--- src/rtl/rr_arb4_sel.sv ---
// Four-requester round-robin arbiter driving the registered 2-bit select (a,b)
// of a downstream 2-to-4 decoder, with hold timeout and grant qualifier.
module rr_arb4_sel #(
  parameter int TIMEOUT = 16,
  parameter int CNT_W   = 5
) (
  input  logic       clk,
  input  logic       rst_n,
  input  logic [3:0] req,
  input  logic       done,
  output logic       a,
  output logic       b,
  output logic       grant_valid,
  output logic       timeout_flag
);

  typedef enum logic {IDLE = 1'b0, GRANT = 1'b1} state_t;

  state_t           r_state;
  logic [1:0]       r_sel;
  logic [1:0]       r_ptr;
  logic [CNT_W-1:0] r_cnt;
  logic             r_gv;
  logic             r_to;

  logic [1:0]       w_winner;
  logic             w_owner_req;
  logic             w_norm_rel;
  logic             w_limit;

  // First set request bit scanning upward from ptr, wrapping 3 -> 0.
  function automatic logic [1:0] pick_winner(input logic [3:0] rq, input logic [1:0] ptr);
    logic [1:0] idx;
    logic       found;
    pick_winner = ptr;
    found       = 1'b0;
    for (int i = 0; i < 4; i++) begin
      idx = ptr + 2'(i);
      if (!found && rq[idx]) begin
        pick_winner = idx;
        found       = 1'b1;
      end
    end
  endfunction

  assign w_winner    = pick_winner(req, r_ptr);
  assign w_owner_req = req[r_sel];
  assign w_norm_rel  = done || !w_owner_req;
  assign w_limit     = (r_cnt == CNT_W'(TIMEOUT - 1));

  always_ff @(posedge clk) begin
    if (!rst_n) begin
      r_state <= IDLE;
      r_sel   <= 2'd0;
      r_ptr   <= 2'd0;
      r_cnt   <= '0;
      r_gv    <= 1'b0;
      r_to    <= 1'b0;
    end else begin
      r_to <= 1'b0;
      case (r_state)
        IDLE: begin
          if (req != 4'd0) begin
            r_sel   <= w_winner;
            r_cnt   <= '0;
            r_gv    <= 1'b1;
            r_state <= GRANT;
          end
        end
        GRANT: begin
          if (w_norm_rel || w_limit) begin
            r_state <= IDLE;
            r_gv    <= 1'b0;
            r_ptr   <= r_sel + 2'd1;
            // Flag only a release forced by the hold limit alone.
            r_to    <= !w_norm_rel;
          end else begin
            r_cnt   <= r_cnt + 1'b1;
          end
        end
        default: begin
          r_state <= IDLE;
          r_gv    <= 1'b0;
        end
      endcase
    end
  end

  assign a            = r_sel[1];
  assign b            = r_sel[0];
  assign grant_valid  = r_gv;
  assign timeout_flag = r_to;

endmodule
--- config.mk ---
export PLATFORM = sky130hd
export DESIGN_NAME = rr_arb4_sel
export DESIGN_NICKNAME = d
export VERILOG_FILES = /design/src/rtl/rr_arb4_sel.sv
export SDC_FILE = /design/constraint.sdc
export NUM_CORES = 1
export LEC_CHECK = 0
export CAP_MARGIN = 25
export CORE_MARGIN = 2
export CORE_UTILIZATION = 50
export CTS_BUF_LIST = sky130_fd_sc_hd__clkbuf_8
export DETAILED_ROUTE_END_ITERATION = 16
export PLACE_DENSITY = 0.75
export SLEW_MARGIN = 10
export SYNTH_ARGS = -nofsm -noshare
export SYNTH_HDL_FRONTEND = slang
export SYNTH_SLANG_ARGS = --single-unit
--- constraint.sdc ---
create_clock -name clk -period 4.5 [get_ports clk]
set_input_delay 0.675 -clock clk [delete_from_list [all_inputs] [get_ports clk]]
set_output_delay 0.675 -clock clk [all_outputs]
set_load 0.03 [all_outputs]
==> qor.yml <==
port_buffers: 10
grt_max_degree: 18
drt_iter0_drcs: 16
timing.critical_path.arrival_ns: 1.51
share_of_cells_above_drive_strength_1_pct: 8.70
startpoint_type: "flip-flop"
required_ns: 3.83
crit_path_cell_trace: "clkdlybuf4s50_1"
min_delay_path_depth: 2
die_w_um: 41.6
worst-slew-pin-transition_ns: 0.549
critPathBufInv: 1
cts_resized: 0
worst_clock_skew_ns: 0.00376
antenna_violations_before_repair: 0
reg2reg_slack_ns: 2.47
multi_input_area_um2: 435
ys_async_sr_fraction_pct: 0
gpl.final_weighted_congestion: 0.868
dominantRegCellSynth: "sky130_fd_sc_hd__dfxtp_1"
avgSynthCellArea_um2: 8.82
final_std_cells_w_o_fill: 107
post-place-cells: 103
number_of_enable_flip_flop_cells_after_synthesis: 0
route.detailed.drc: 0
grt_first_pass_wirelength_um: 2390
vias_per_cell: 5.66
route.detailed.wl_per_inst_um: 13.2
power-per-cell-area_nw_per_um2: 340
timing.hold.worst.class: "reg2reg"
post_synth_main_area_contributors: "sky130_fd_sc_hd__dfxtp_1 34%, sky130_fd_sc_hd__mux2i_1 7.1%, sky130_fd_sc_hd__nand2b_1 6.2%"
netlist_area_um2: 706
synth.net_count: 89
synth-seq-area-share_pct: 34.0
warnings_from_yosys: 0
cp_max_fo: 9
slew_headroom_pct: 63.1
crit_family: "buffers and inverters"
synth_cells: 80
grt_setup_unrepaired: "false"
final-seq-area_um2: 240
floorplan.die.height_um: 41.6
grt.total_usage_pct: 17.9
core_region_area_um2: 1320
met3_routed_wirelength_um: 47
remaining_overflow_grt: 0
result_of_the_run: "completed"
fillerInstances: 117
hold_viol_final: 0
initial_utilization_pct: 53.6
vdd_ir_drop_max_mv: 0.335
timing.critical_path.to_type: "output port"
nNetsFinal: 102
fp-row-count: 13
clock_tree_from_tritoncts: "yes"
cell_with_the_most_instances_after_synthesis: "sky130_fd_sc_hd__dfxtp_1"
critical-path-max-stage-delay_ns: 0.74
synthDominantCellAreaShare_pct: 34.0
netlist.top_cell.by_area: "sky130_fd_sc_hd__dfxtp_1"
num_antenna_cells: 0
distinct_cell_type_count_of_the_synthesized_netlist: 33
route.top_layer_used: "met4"
route.met2.wl_um: 613
detailroute.via_count: 606
number_of_buffers_on_the_longest_clock_path: 2
crit_cells: 1
postCtsSetupRepairBufs: 0
cellLeakagePower_nw: 0.343
die_footprint_um2: 1730
worst_path_max_delay_cell: "sky130_fd_sc_hd__clkdlybuf4s50_1"
finalCritPeriodShare_pct: 48.5
cts-htree-levels: 1
area_added_between_synthesis_and_finish_pct: 22.5
timing_max_transition_violations_final: 0
fin_setup_tns_ns: 0
max_clock_freq_mhz: 458
drt_pass1_iterations: 4
post_synth_most_frequent_cells: "12 x sky130_fd_sc_hd__dfxtp_1, 7 x sky130_fd_sc_hd__nand2_1, 7 x sky130_fd_sc_hd__nand2b_1, 7 x sky130_fd_sc_hd__o21ai_0, 5 x sky130_fd_sc_hd__mux2i_1"
routed_wl_um: 1420
clkTransAtPathRegs_ns: 0.06
min_period_ns: 2.18
cts_buffers: 3
cap_viol_max_count: 0
cts_hold_repair.buffers: 0
ff2ff_path_depth: 7
critical_path_class: "reg2out"
synth-seq-cells: 12
dpl_hpwl_um: 994
cts.root.buffer_cell: "sky130_fd_sc_hd__clkbuf_8"
final-setup-viol-count: 0
met1_length_um: 744
cts.sinks: 12
vias_in_the_first_global_route: 533
insertion_delay_ns: 0.24
antenna_left: 0
design.portCount: 11
state kept, by name, summed over array words and instances (netlist names):
register      cells
r_sel             2
r_cnt             5
grant_valid       1
r_state           1
timeout_flag      1
r_ptr             2
routing by layer:
metal	up-vias	track usage (%)
met3	2	5.65
li1	313	-
met5	-	0
met1	280	25.1
met4	0	5.81
met2	11	25.9
where the power goes:
part | internal (mW) | switching [mW] | total (mW)
combinational | 0.0261 | 0.0266 | 0.0528
sequential | 0.113 | 0.00909 | 0.122
clock | 0.0774 | 0.0420 | 0.119
total | 0.216 | 0.0777 | 0.294
stage by stage:
stage | hold slack [ns] | setup WS (ns) | power, mW | utilization, % | cell area [um^2]
5_1_grt | 0.544 | 2.20 | 0.308 | 65.6 | 865
3_5_place_dp | 0.478 | 2.14 | 0.176 | 61.4 | 810
6_report | 0.484 | 2.32 | 0.294 | 65.6 | 865
2_1_floorplan | 0.455 | 2.61 | 0.158 | - | 706
4_1_cts | 0.487 | 2.31 | 0.296 | 65.6 | 865
3_3_place_gp | 0.479 | 2.15 | 0.176 | 61.4 | 810
logic make-up after synthesis:
group | Yosys count | synth area share, %
and+or+nand+nor | 35 | 29.6
muxes | 6 | 9.22
adders and majority gates | 2 | 3.55
buffers and inverters | 6 | 4.25
DFF | 12 | 34.0
xor gates and xnor gates | 1 | 1.24
AOI/OAI and AO/OA | 18 | 18.1
cell usage in the layout (no fill, tap or decap), types with 2 or more instances in the layout:
| cell | instances |
|---|---|
| sky130_fd_sc_hd__dfxtp_1 | 12 |
| sky130_fd_sc_hd__and2_1 | 3 |
| sky130_fd_sc_hd__o21ai_0 | 7 |
| sky130_fd_sc_hd__clkdlybuf4s50_1 | 10 |
| sky130_fd_sc_hd__mux2i_1 | 5 |
| sky130_fd_sc_hd__clkbuf_8 | 4 |
| sky130_fd_sc_hd__a2111oi_0 | 2 |
| sky130_fd_sc_hd__nor2_1 | 4 |
| sky130_fd_sc_hd__nand2b_1 | 7 |
| sky130_fd_sc_hd__ha_1 | 2 |
| sky130_fd_sc_hd__nand3_1 | 2 |
| sky130_fd_sc_hd__nor2b_1 | 3 |
| sky130_fd_sc_hd__nand2_1 | 7 |
| sky130_fd_sc_hd__nor3_1 | 2 |
| sky130_fd_sc_hd__inv_1 | 4 |
worst paths after layout:
kind                   end      from
hold reg to reg   r_ptr[0]  r_ptr[0]
setup / recovery         a  r_sel[1]
hold / removal    r_ptr[0]  r_ptr[0]
setup reg to reg  r_cnt[3]  r_cnt[0]
area by class of cell:
class                      count  share of cell area, %
clock buffer                   4                   6.37
multi-input combinational     62                   50.4
sequential                    12                   27.8
tap                           15                   2.17
timing repair buffer          10                   11.6
inverter                       4                   1.74
Note: power is estimated with default switching activity, not from simulation.
